===== src/rtl/demux_1_4_dist_pkg.sv =====
// Shared lane numbering and helpers for the 1:4 distributor and the 4:1 select mux.
// Both blocks use the same select encoding, so they agree on which lane is which.
package demux_1_4_dist_pkg;

  localparam int N_LANES = 4;
  localparam int SEL_W   = 2;

  typedef logic [SEL_W-1:0] lane_sel_t;

  localparam lane_sel_t LANE0 = 2'b00;
  localparam lane_sel_t LANE1 = 2'b01;
  localparam lane_sel_t LANE2 = 2'b10;
  localparam lane_sel_t LANE3 = 2'b11;

  function automatic logic [N_LANES-1:0] lane_onehot(input lane_sel_t sel);
    logic [N_LANES-1:0] oh;
    case (sel)
      LANE0:   oh = 4'b0001;
      LANE1:   oh = 4'b0010;
      LANE2:   oh = 4'b0100;
      LANE3:   oh = 4'b1000;
      default: oh = 4'b0000;
    endcase
    return oh;
  endfunction

endpackage


===== src/rtl/demux_ptr_ctr.sv =====
// Round-robin lane pointer: 2-bit wrap counter with clear priority over increment.
// The wrap flag marks the increment that completes a four-lane frame.
module demux_ptr_ctr
  import demux_1_4_dist_pkg::*;
(
  input  logic      i_clk,
  input  logic      i_rst,
  input  logic      i_en,
  input  logic      i_inc,
  input  logic      i_clr,
  output lane_sel_t o_ptr,
  output logic      o_wrap
);

  lane_sel_t ptr_q, ptr_d;

  always_comb begin
    ptr_d = ptr_q;
    if (i_en) begin
      if (i_clr)      ptr_d = LANE0;
      else if (i_inc) ptr_d = ptr_q + 2'd1;
    end
  end

  always_ff @(posedge i_clk or posedge i_rst) begin
    if (i_rst) ptr_q <= LANE0;
    else       ptr_q <= ptr_d;
  end

  assign o_ptr  = ptr_q;
  assign o_wrap = i_en && i_inc && !i_clr && (ptr_q == LANE3);

endmodule


===== src/rtl/demux_1_4_dist.sv =====
// 1:4 registered distributor: routes each accepted symbol into one lane, either by
// explicit select or round-robin; round-robin frames of four are captured into o_word.
module demux_1_4_dist
  import demux_1_4_dist_pkg::*;
#(
  parameter int WIDTH = 1
) (
  input  logic                       i_clk,
  input  logic                       i_rst,
  input  logic                       i_en,
  input  logic                       i_valid,
  input  logic [WIDTH-1:0]           i_d,
  input  logic                       i_auto,
  input  logic [SEL_W-1:0]           i_sel_code,
  output logic [N_LANES*WIDTH-1:0]   o_code,
  output logic [N_LANES-1:0]         o_strb,
  output logic [N_LANES*WIDTH-1:0]   o_word,
  output logic                       o_word_vld,
  output logic [SEL_W-1:0]           o_ptr
);

  logic      accept;
  logic      wrap;
  lane_sel_t ptr;
  lane_sel_t lane;

  logic [N_LANES*WIDTH-1:0] code_q, code_d;
  logic [N_LANES-1:0]       strb_q, strb_d;
  logic [N_LANES*WIDTH-1:0] word_q, word_d;
  logic                     word_vld_q, word_vld_d;

  assign accept = i_en && i_valid;
  assign lane   = i_auto ? ptr : i_sel_code;

  // Manual accepts abort any partial round-robin frame.
  demux_ptr_ctr u_ptr (
    .i_clk  (i_clk),
    .i_rst  (i_rst),
    .i_en   (i_en),
    .i_inc  (accept && i_auto),
    .i_clr  (accept && !i_auto),
    .o_ptr  (ptr),
    .o_wrap (wrap)
  );

  always_comb begin
    code_d     = code_q;
    strb_d     = '0;
    word_d     = word_q;
    word_vld_d = 1'b0;
    if (accept) begin
      code_d[int'(lane)*WIDTH +: WIDTH] = i_d;
      strb_d = lane_onehot(lane);
      // Frame snapshot reflects the write happening on this same edge.
      if (wrap) begin
        word_d     = {i_d, code_q[3*WIDTH-1:0]};
        word_vld_d = 1'b1;
      end
    end
  end

  always_ff @(posedge i_clk or posedge i_rst) begin
    if (i_rst) begin
      code_q     <= '0;
      strb_q     <= '0;
      word_q     <= '0;
      word_vld_q <= 1'b0;
    end else begin
      code_q     <= code_d;
      strb_q     <= strb_d;
      word_q     <= word_d;
      word_vld_q <= word_vld_d;
    end
  end

  assign o_code     = code_q;
  assign o_strb     = strb_q;
  assign o_word     = word_q;
  assign o_word_vld = word_vld_q;
  assign o_ptr      = ptr;

endmodule


===== config.mk =====
export PLATFORM = sky130hd
export DESIGN_NAME = demux_1_4_dist
export DESIGN_NICKNAME = d
export VERILOG_FILES = /design/src/rtl/demux_1_4_dist_pkg.sv /design/src/rtl/demux_ptr_ctr.sv /design/src/rtl/demux_1_4_dist.sv
export SDC_FILE = /design/constraint.sdc
export NUM_CORES = 1
export LEC_CHECK = 0
export ABC_AREA = 1
export CORE_AREA = 8 8 53 55
export CTS_CLUSTER_DIAMETER = 50
export DETAILED_ROUTE_END_ITERATION = 7
export DIE_AREA = 0 0 61 63
export GPL_ROUTABILITY_DRIVEN = 0
export GPL_TIMING_DRIVEN = 0
export PLACE_DENSITY_LB_ADDON = 0.12
export SYNTH_ARGS = -nofsm -noshare
export SYNTH_HDL_FRONTEND = slang
export SYNTH_SLANG_ARGS = --single-unit

===== constraint.sdc =====
create_clock -name i_clk -period 1.17 [get_ports i_clk]
set_input_delay 0.234 -clock i_clk [delete_from_list [all_inputs] [get_ports i_clk]]
set_output_delay 0.234 -clock i_clk [all_outputs]
set_load 0.03 [all_outputs]

---- Yosys cells after proc, flatten, opt, wreduce, memory -nomap -nowiden ----
Index checks and enable logic that the tools add are counted.
operators by class
  add/subtract/negate cells ............... 2
  equality and inequality tests ........... 4
  shift operators ......................... 2
  multiplexer cells ....................... 8
  reductions and logical operators ........ 12
operators by type and width
  kind                                                  count
  negation 2 -> 33 bit                                  1
  variable shift 1 x 33 -> 4 bit, first input constant  1
  indexed part select 1 x 33 -> 4 bit                   1
  one-hot mux 4 bit (4 select lines)                    1
  == test 2 bit, second input constant                  3
  logical AND 1 bit                                     6
  2-to-1 mux 2 bit                                      3
  bitwise mux 4 bit                                     1
  2-to-1 mux 4 bit                                      1
  AND reduction 2 bit                                   2
  adder 2 x 1 -> 2 bit, second input constant           1
  == test 2 x 1 -> 1 bit, second input constant         1
  logical NOT 1 bit                                     2
  logical NOT 2 bit                                     1
  2-to-1 mux 1 bit                                      2
  nonzero test 2 bit                                    1
word-level totals
  register bits ........................... 15
  bits of input ports ..................... 8
  output and inout bits ................... 15
  word-level logic and storage cells ...... 33

---- Logic depth before layout (Yosys ltp) ----
  word-level depth ........................ 7
  depth in mapped cells ................... 9
  depth with buffers taken out ............ 9

---- By module ----
From an unflattened synthesis, not the netlist that was laid out.
unflattened totals
  cell total of the unflattened synthesis .. 94
  area total of the unflattened synthesis .. 754.5 µm²
modules (own cells, without submodules)
  module          times used  cells an instance  area an instance (µm²)  sequential area each (µm²)
  demux_1_4_dist  1           79                 639.4                   325.3
  demux_ptr_ctr   1           15                 115.1                   50.0

---- Worst setup path after synthesis ----
Ideal clock, no wire load.
  kind .................................... register to register
  from .................................... reg u_ptr.ptr_q[1], in the netlist u_ptr.o_ptr[1]
  to ...................................... reg code_q[3], in the netlist o_code[3]
  library setup time ...................... 0.066 ns
  arrival time ............................ 1.439 ns
  data required time ...................... 1.104 ns
  setup slack ............................. -0.336 ns
  stages on the path, launching flop included .. 10
  buffers on the path ..................... 0
  clock period less this slack ............ 1.506 ns
  cells stage by stage .................... dfrtp_1 -> inv_1 -> nand2_1 -> o21ai_0 -> ha_1 -> inv_1 -> nand2_1 -> nor2_1 -> nand3_1 -> nand2_1
on the way
  longest elaborated chain between the ends .. 4
  elaborated cells on any way between the ends .. 5
  classes of those cells .................. 1 x add/sub; 2 x shift; 2 x mux
RTL lines
  what                                                                                   RTL line              RTL
  start, declared                                                                        demux_ptr_ctr.sv:15   lane_sel_t ptr_q, ptr_d;
  start signal, assigned                                                                 demux_ptr_ctr.sv:27   else ptr_q <= ptr_d;
  2-to-1 mux 2 bit (*)                                                                   demux_1_4_dist.sv:33  assign lane = i_auto ? ptr : i_sel_code;
  negation 2 -> 33 bit (*)                                                               demux_1_4_dist.sv:52  code_d[int'(lane)*WIDTH +: WIDTH] = i_d;
  indexed part select 1 x 33 -> 4 bit or variable shift 1 x 33 -> 4 bit (tied branches)  demux_1_4_dist.sv:52
  bitwise mux 4 bit (*)                                                                  demux_1_4_dist.sv:52
  end signal, assigned                                                                   demux_1_4_dist.sv:69  code_q <= code_d;
  end, declared                                                                          demux_1_4_dist.sv:27  logic [N_LANES*WIDTH-1:0] code_q, code_d;
Every way passes the cells marked *; elsewhere a longest branch is shown, timed or not.
A chain may end at the register's enable or synchronous reset.

---- Final worst setup path ----
  from .................................... reg u_ptr.ptr_q[1], in the netlist u_ptr.o_ptr[1]
  to ...................................... out o_ptr[1]
RTL lines
  what           RTL line              RTL
  end, declared  demux_1_4_dist.sv:19  output logic [SEL_W-1:0] o_ptr
No word-level cell between the ends.

==> results.md <==
- Via density: 4.38
- RSZ-0062 raised after global routing: yes
- TritonCTS Sinks: 15
- Share of the synthesized area in the top cell type: 50.7%
- Maximum clock insertion buffer count: 2
- Wire per inst: 11.2 µm
- Max cap viols: 0
- Die H: 63 µm
- Share of cells above drive strength 1: 50.0%
- Number of buffers created by CTS: 3
- Outcome: complete, but fails checks
- FMAX: 761 MHz
- Hold Crit Class: primary input to asynchronous set/reset pin
- Relative slew margins: 61.5%
- Synth area leader: dfrtp_1
- Worst-Margin Slew: 0.577 ns
- Max Transition Viols Final: 0
- Total gr overflow: 0
- Largest net degree at the start of global routing: 16
- Top-count cell post-synth: nand2_1
- Total power draw: 1.45 mW
- Fillers: 203
- Syn avg cell area: 8.71 µm²
- Max IR drop VDD: 0.000713 V
- Post-Route WL: 1.68 mm
- Total placed cells including tap cells: 135
- Setup tns final: -0.529 ns
- Ys async rst share: 100%
- Worst-skew pair later-pin latency: 0.28 ns
- Critical path startpoint category: flop
- Failing checks: setup timing
- Area grow syn2layout: 52.5%
- Drt first-iter violations: 22
- Top post-synthesis cells by count: nand2_1 (24), dfrtp_1 (15), inv_1 (14), nand3_1 (9), nor2_1 (7)
- Final Util: 54.8%
- NetSw: 0.521 mW
- Leakage: 0.650 nW
- Net Count, Synth: 99
- Core Region: 2060 µm²
- Worst Skew: 0.00663 ns
- Comb power frac: 37.9%
- Critical Path End Type: primary output
- #FFs+latches synth: 15
- Die area: 3840 µm²
- Fin nets: 137
- Hold slack: 0.300 ns
- Number of diodes: 0
- Initial cell density of the core: 35.9%
- DRC: 0
- CTS tree: yes
- Final WS setup: -0.145 ns
- Clock transition at path regs: 0.10 ns
- First-pass GRT wire length: 3.06 mm
- Crit-path max FO: 2
- Flop pwr share: 41.6%
- # rows: 17
- PD cells: 1280 nW/µm²
- Synth area leaders: dfrtp_1 (51%), nand2_1 (12%), ha_1 (10%)
- Clock Power Share: 20.4%
- Synthesized area: 741 µm²
- Pre-antenna DRT Iters: 4
- Clk root buf: clkbuf_4
- All-Layer GR Usage: 10.5%
- Cell Int Power: 0.927 mW
- Port bufs: 22
- H-Tree Level Count: 1
- DR vias: 657
- Finished Layout Cells: 150
- Sw Ratio: 36.0%
- Die Wd: 61 µm
- Vias in the first global route: 668
- HPWL reported at the end of detailed placement: 1.25 mm
- Ports: 23
- Worst setup path class: flop to primary output
- Req. time, crit path: 0.94 ns
- Routed Antenna Nets: 0
- Seq/Total Area, Yosys: 50.7%
- Final Hold Fails: 0
- YS warnings: 0
- Setup-failing EPs final: 5
- Cell variety after synth: 12
- Final period utilization: 112%
- EDFF count, synth: 0
- Ys flop type: dfrtp_1
- Initial antenna violation count: 0
- Syn Inst Count: 85
- Min Tclk post-route: 1.31 ns
- CP arrival: 1.08 ns
==> kinds of logic (layout without fill, tap and decap cells) <==
family                     count (synthesis)  count (layout)  synth area share, %
DFF                                       15              15                 50.7
AOI/OAI and AO/OA                          6               6                 4.05
adders and majority gates                  6               6                 10.1
and+or+nand+nor                           43              43                 27.5
buffers and inverters                     15              52                 7.60
==> power by group through the flow <==
stage	logic [mW]	clock network [mW]	registers, mW
finish	0.549	0.295	0.603
global route	0.607	0.337	0.612
CTS	0.502	0.304	0.604
detailed placement	0.454	0	0.620
global placement	0.448	0	0.617
floorplan	0.173	0	0.720
==> layout make-up <==
cell class | count | area [µm²] | area share [%]
clock buffer | 3 | 22.5 | 1.99
clock inverter | 1 | 5.00 | 0.443
inverter | 15 | 56.3 | 4.98
multi-input combinational | 55 | 395 | 35.0
sequential | 15 | 378 | 33.4
tap | 28 | 35.0 | 3.10
timing repair buffer | 33 | 238 | 21.0
==> timing repair <==
item	CTS	global route
hold buffers	0	0
pin swaps	6	1
setup buffers	8	3
gates resized for setup	84	17
endpoints found under the setup margin	23	15
==> worst max-delay path: stages, from the launching register on <==
cell	delay, ns
dfrtp_2	0.42
buf_4	0.14
buf_6	0.11
buf_6	0.13
==> cells in the final DEF (no fill, tap or decap), drive strengths merged <==
| master | netlist | layout |
|---|---|---|
| buf | 0 | 26 |
| inv | 15 | 15 |
| clkinv | 0 | 1 |
| a21oi | 1 | 1 |
| ha | 6 | 6 |
| nor2 | 8 | 8 |
| clkbuf | 0 | 3 |
| dlygate4sd2 | 0 | 2 |
| o21ai | 5 | 5 |
| nand3 | 9 | 9 |
| clkdlybuf4s50 | 0 | 5 |
| dfrtp | 15 | 15 |
| nand2 | 26 | 26 |
==> through the flow <==
| stage | cell area [µm²] | setup WS [ns] |
|---|---|---|
| after floorplan | 772 | -0.136 |
| after global placement | 1030 | -0.611 |
| after detailed placement | 1030 | -0.633 |
| after CTS | 1090 | -0.112 |
| after global routing | 1130 | -0.233 |
| final | 1130 | -0.145 |
==> final timing paths <==
kind                                 from              to  cells past startpoint  slack (ns)
min in group i_clk              o_word[2]       o_word[2]                      2        0.47
max in group asynchronous           i_rst  u_ptr.o_ptr[0]                      2        0.46
setup reg to reg           u_ptr.o_ptr[1]       o_code[0]                      9       -0.11
hold reg to reg                 o_word[2]       o_word[2]                      2        0.47
setup / recovery           u_ptr.o_ptr[1]        o_ptr[1]                      3       -0.14
hold / removal                      i_rst       o_word[1]                      2        0.30
==> state kept, by name (all words and copies together), names as in the netlist <==
signal	flops
o_word	4
o_code	4
o_strb	4
u_ptr.o_ptr	2
o_word_vld	1
==> per-layer routing <==
layer / track usage (%) / up-vias / wire, µm
met4: 4.37 / 0 / 28
met1: 12.3 / 299 / 745
met5: 0 / - / 0
met2: 16.7 / 20 / 816
met3: 3.29 / 5 / 93
li1: - / 333 / -
Power figures use the tool's default switching activity.
